File: src/rtl/cic_rate_ctrl.sv
// Run-time rate controller for one CIC decimator: range-checks rate requests,
// sequences flush/load/settle, and gates the CIC output stream to the FIR.
module cic_rate_ctrl #(
  parameter int STAGES             = 5,
  parameter int MIN_DECIMATION     = 2,
  parameter int MAX_DECIMATION     = 40,
  parameter int DEFAULT_DECIMATION = 40,
  parameter int FLUSH_CYCLES       = 4,
  parameter int OUT_WIDTH          = 18,
  parameter int DW                 = $clog2(MAX_DECIMATION) + 1
) (
  input  logic                 clock,
  input  logic                 reset,
  input  logic                 rate_req,
  input  logic [DW-1:0]        rate_value,
  output logic                 rate_ack,
  output logic                 rate_err,
  output logic [DW-1:0]        decimation,
  output logic                 cic_reset,
  input  logic                 cic_strobe,
  input  logic [OUT_WIDTH-1:0] cic_data,
  output logic                 out_strobe,
  output logic [OUT_WIDTH-1:0] out_data,
  output logic                 busy
);

  localparam logic [1:0] ST_RUN    = 2'd0;
  localparam logic [1:0] ST_FLUSH  = 2'd1;
  localparam logic [1:0] ST_SETTLE = 2'd2;

  localparam int FCW = $clog2(FLUSH_CYCLES + 1);
  localparam int SCW = $clog2(STAGES + 1);

  localparam logic [FCW-1:0] FLUSH_LAST  = FCW'(FLUSH_CYCLES - 1);
  localparam logic [SCW-1:0] SETTLE_LAST = SCW'(STAGES);
  localparam logic [DW-1:0]  DEC_MIN     = DW'(MIN_DECIMATION);
  localparam logic [DW-1:0]  DEC_MAX     = DW'(MAX_DECIMATION);
  localparam logic [DW-1:0]  DEC_DEFAULT = DW'(DEFAULT_DECIMATION);

  logic [1:0]     state;
  logic [FCW-1:0] flush_cnt;
  logic [SCW-1:0] settle_cnt;
  logic           pending;
  logic           launch_pend;
  logic [DW-1:0]  launch_value;
  logic           ack_owed;

  logic req_legal;
  logic err_now;
  logic same_rate;
  logic restart;
  logic defer;
  logic settle_done;
  logic ack_want;

  // A legal request colliding with a RUN-state strobe is parked for one cycle
  // so that strobe reaches the output before busy rises.
  always_comb begin
    req_legal   = (rate_value >= DEC_MIN) && (rate_value <= DEC_MAX);
    err_now     = rate_req && !req_legal;
    same_rate   = rate_req && req_legal && (state == ST_RUN) && !launch_pend &&
                  (rate_value == decimation);
    restart     = rate_req && req_legal && !same_rate;
    defer       = restart && (state == ST_RUN) && cic_strobe && !launch_pend;
    settle_done = (state == ST_SETTLE) && cic_strobe && (settle_cnt == SETTLE_LAST);
    ack_want    = same_rate || (settle_done && pending && !restart) || ack_owed;
  end

  assign cic_reset = (state == ST_FLUSH);
  assign busy      = (state != ST_RUN);

  // An ack that would coincide with an error pulse is carried one cycle
  // so the two handshakes never overlap.
  always_ff @(posedge clock or posedge reset) begin
    if (reset) begin
      state        <= ST_FLUSH;
      flush_cnt    <= '0;
      settle_cnt   <= '0;
      decimation   <= DEC_DEFAULT;
      pending      <= 1'b0;
      launch_pend  <= 1'b0;
      launch_value <= '0;
      ack_owed     <= 1'b0;
      rate_ack     <= 1'b0;
      rate_err     <= 1'b0;
      out_strobe   <= 1'b0;
      out_data     <= '0;
    end else begin
      rate_err   <= err_now;
      rate_ack   <= ack_want && !err_now;
      ack_owed   <= ack_want && err_now;
      out_strobe <= 1'b0;

      if ((state == ST_RUN) && cic_strobe && !launch_pend) begin
        out_strobe <= 1'b1;
        out_data   <= cic_data;
      end

      case (state)
        ST_FLUSH: begin
          if (flush_cnt == FLUSH_LAST) begin
            state      <= ST_SETTLE;
            settle_cnt <= '0;
          end else begin
            flush_cnt <= flush_cnt + 1'b1;
          end
        end
        ST_SETTLE: begin
          if (cic_strobe) begin
            if (settle_cnt == SETTLE_LAST) begin
              state   <= ST_RUN;
              pending <= 1'b0;
            end else begin
              settle_cnt <= settle_cnt + 1'b1;
            end
          end
        end
        default: begin
          if (launch_pend) begin
            state       <= ST_FLUSH;
            flush_cnt   <= '0;
            decimation  <= launch_value;
            pending     <= 1'b1;
            launch_pend <= 1'b0;
          end
        end
      endcase

      if (defer) begin
        launch_pend  <= 1'b1;
        launch_value <= rate_value;
      end else if (restart) begin
        state       <= ST_FLUSH;
        flush_cnt   <= '0;
        decimation  <= rate_value;
        pending     <= 1'b1;
        launch_pend <= 1'b0;
      end
    end
  end

endmodule

File: config.mk
export PLATFORM = sky130hd
export DESIGN_NAME = cic_rate_ctrl
export DESIGN_NICKNAME = d
export VERILOG_FILES = /design/src/rtl/cic_rate_ctrl.sv
export SDC_FILE = /design/constraint.sdc
export NUM_CORES = 1
export LEC_CHECK = 0
export CORE_MARGIN = 4
export CORE_UTILIZATION = 45
export CTS_BUF_LIST = sky130_fd_sc_hd__clkbuf_8
export CTS_CLUSTER_SIZE = 28
export DETAILED_ROUTE_END_ITERATION = 7
export PLACE_DENSITY_LB_ADDON = 0.25
export SKIP_CTS_REPAIR_TIMING = 1
export SLEW_MARGIN = 15
export SYNTH_ARGS = -nofsm -noshare
export SYNTH_HDL_FRONTEND = slang
export SYNTH_SLANG_ARGS = --single-unit
File: constraint.sdc
create_clock -name clock -period 2.25 [get_ports clock]
set_input_delay 0.45 -clock clock [delete_from_list [all_inputs] [get_ports clock]]
set_output_delay 0.45 -clock clock [all_outputs]
set_load 0.01 [all_outputs]
==> impl_metrics.json <==
{
  "worst_pin_slew_ps": 501,
  "dp_hpwl_mm": 3.53,
  "synthSimpleGateAreaFrac": 0.201,
  "die_y_um": 77.2,
  "path_class": "reg2out",
  "fin_crit_ps": 2150,
  "synth_xor_area_frac": 0.0325,
  "synth_warnings": 0,
  "cts-root-buf": "clkbuf_8",
  "post-place-ws_ps": -177,
  "clockBufferDepth": 2,
  "synthArstFlopShare": 1.00,
  "sequential_cell_area_um2": 1150,
  "synth_top_family_by_area": "simple AND/OR/NAND/NOR gates",
  "core_area_um2": 4500,
  "multiInputGateArea_um2": 956,
  "cts_inserted_buffers": 5,
  "grt_start_max_net_pins": 47,
  "min_path_cells": 2,
  "synthAdderAreaFrac": 0.0348,
  "drt_iter0_drc": 68,
  "cts_tree": "built",
  "arrival_ps": 1700,
  "vias": 1693,
  "synthMuxAreaShare": 0.113,
  "final_antenna_net_count": 0,
  "antenna_found_initial": 0,
  "ios": 59,
  "drive_gt1_frac": 0.203,
  "syn_area_um2": 2160,
  "finalInstanceArea_um2": 3040,
  "finClkSkew_ps": 7.12,
  "wirelength_mm": 4.67,
  "grt_usage": 0.168,
  "slew-limit-headroom": 0.666,
  "clkSlewWorstSetupHoldPaths_ps": 90,
  "utilization": 0.675,
  "crit_required_ps": 1800,
  "powerDensity_nw_per_um2": 1110,
  "fin_nets": 320,
  "place_congestion": 0.775,
  "crit_path_end_kind": "output pin",
  "post_drt_wl_per_cell_um": 13.8,
  "start_util": 0.479,
  "clock-sinks": 46,
  "yosys-top-cells-count": "nand2_1, dfrtp_1, mux2_2",
  "p_leak_nw": 1.42,
  "synth-seq-cells": 46,
  "synth_compound_gate_area_share": 0.0557,
  "synth_top_area_frac": 0.499,
  "port_buffers": 58,
  "cp_max_fo": 3,
  "reg2reg_depth": 8,
  "slew_violations": 0,
  "period_share": 0.954,
  "clock_latency_ps": 300,
  "die_w_um": 77.2,
  "ys_seq_area_frac": 0.535,
  "avgSynthCellArea_um2": 10.5,
  "synth_fp_nets": 241,
  "grt_first_pass_wirelength_mm": 7.92,
  "fp-row-count": 24,
  "setup_viol": 0,
  "synth_edf_count": 0,
  "postSynthCellCount": 206,
  "grt_pass1_vias": 1702,
  "fmax_mhz": 466,
  "synth_most_common_cell": "nand2_1",
  "fin_tns_setup_ps": 0,
  "synth.distinct_cells": 36,
  "cts_max_level": 2,
  "hp-class": "reg2reg",
  "synth_top_cell_by_area": "dfrtp_1",
  "fillers": 363,
  "n_antenna_cell": 0,
  "drc_errors": 0,
  "startpoint_type": "flop",
  "dpl_cell_area_um2": 2930,
  "firstDrtPassIters": 4,
  "synth_ff_type": "dfrtp_1",
  "hold_viol_final": 0,
  "cap_violations": 0,
  "area_growth_pct": 40.9,
  "status": "finished, final reports clean",
  "synthTopCellsByArea": "dfrtp_1, nand2_1, mux2_2, dfstp_2, ha_1",
  "setup_ws_ps": 102,
  "grt_overflow_total": 0,
  "irDropWorstVdd_v": 0.000738,
  "vias_per_cell": 5.01,
  "die-area_um2": 5970
}
-- layout by cell type (no fill, tap or decap), types with 2 or more instances in the layout --
| cell | n |
|---|---|
| nand2_1 | 63 |
| clkdlybuf4s50_1 | 58 |
| dfrtp_1 | 43 |
| buf_4 | 20 |
| mux2_2 | 14 |
| nor2_1 | 9 |
| inv_1 | 7 |
| xnor2_1 | 7 |
| ha_1 | 6 |
| nor2b_1 | 5 |
| mux2_4 | 5 |
| clkbuf_8 | 5 |
| nand2b_1 | 3 |
| nor3_1 | 3 |
| dfstp_2 | 3 |
| nand4_1 | 2 |
| nor4_4 | 2 |
| nand3_1 | 2 |
| o22ai_1 | 2 |
| a22oi_1 | 2 |
| o21ai_0 | 2 |
| a31oi_1 | 2 |
-- logic make-up (layout without fill, tap and decap cells) --
group / count (synthesis) / in the layout
AO/OA/AOI/OAI: 17 / 17
XOR/XNOR: 8 / 8
adder cells (fa/ha/maj): 6 / 6
buffers and inverters: 14 / 94
flip-flops: 46 / 46
multiplexers: 20 / 20
AND/OR/NAND/NOR: 95 / 95
-- through the flow --
step           std cells  power [mW]  hold slack, ps
2_1_floorplan        206        2.14             464
3_3_place_gp         329        2.87             457
3_5_place_dp         329        2.91             462
4_1_cts              337        3.41             483
5_1_grt              338        3.64             500
6_report             338        3.38             475
-- critical path, cell delays in order, from the launching register on --
cell and delay, ps:
dfstp_2 550, inv_1 60, ha_1 220, inv_1 60, clkdlybuf4s50_1 520
-- where the power goes --
group	switching, mW	leakage, nW	total [mW]	internal (mW)
registers	0.184	0.578	1.34	1.16
clock network	0.278	0.0493	0.493	0.215
logic	0.661	0.788	1.54	0.883
total	1.12	1.42	3.38	2.26
-- final cells by class --
type / count / area share
tap: 52 / 0.0214
timing repair buffer: 79 / 0.247
clock inverter: 3 / 0.00576
clock buffer: 5 / 0.0226
multi-input combinational: 146 / 0.315
inverter: 7 / 0.00865
sequential: 46 / 0.380
-- metal layers --
metal | vias to the layer above | wire length (um) | track usage
met5 | - | 0 | 0
met4 | 0 | 68 | 0.0587
met3 | 5 | 207 | 0.0433
met2 | 33 | 2330 | 0.283
met1 | 813 | 2070 | 0.206
li1 | 842 | - | -
-- final timing paths --
kind / endpoint / slack [ps] / startpoint
hold reg to reg: out_data[11] / 480 / out_data[11]
min in group asynchronous: out_data[12] / 500 / reset
hold / removal: out_data[11] / 480 / out_data[11]
setup / recovery: busy / 100 / state[0]
setup reg to reg: decimation[0] / 140 / state[0]
max in group asynchronous: decimation[5] / 1470 / reset
-- flip-flops by register name (all words and copies together), names as in the netlist, 2 cells and up --
register	cells
state	2
out_data	18
flush_cnt	3
decimation	7
launch_value	7
settle_cnt	3
Power figures use the tool's default switching activity.
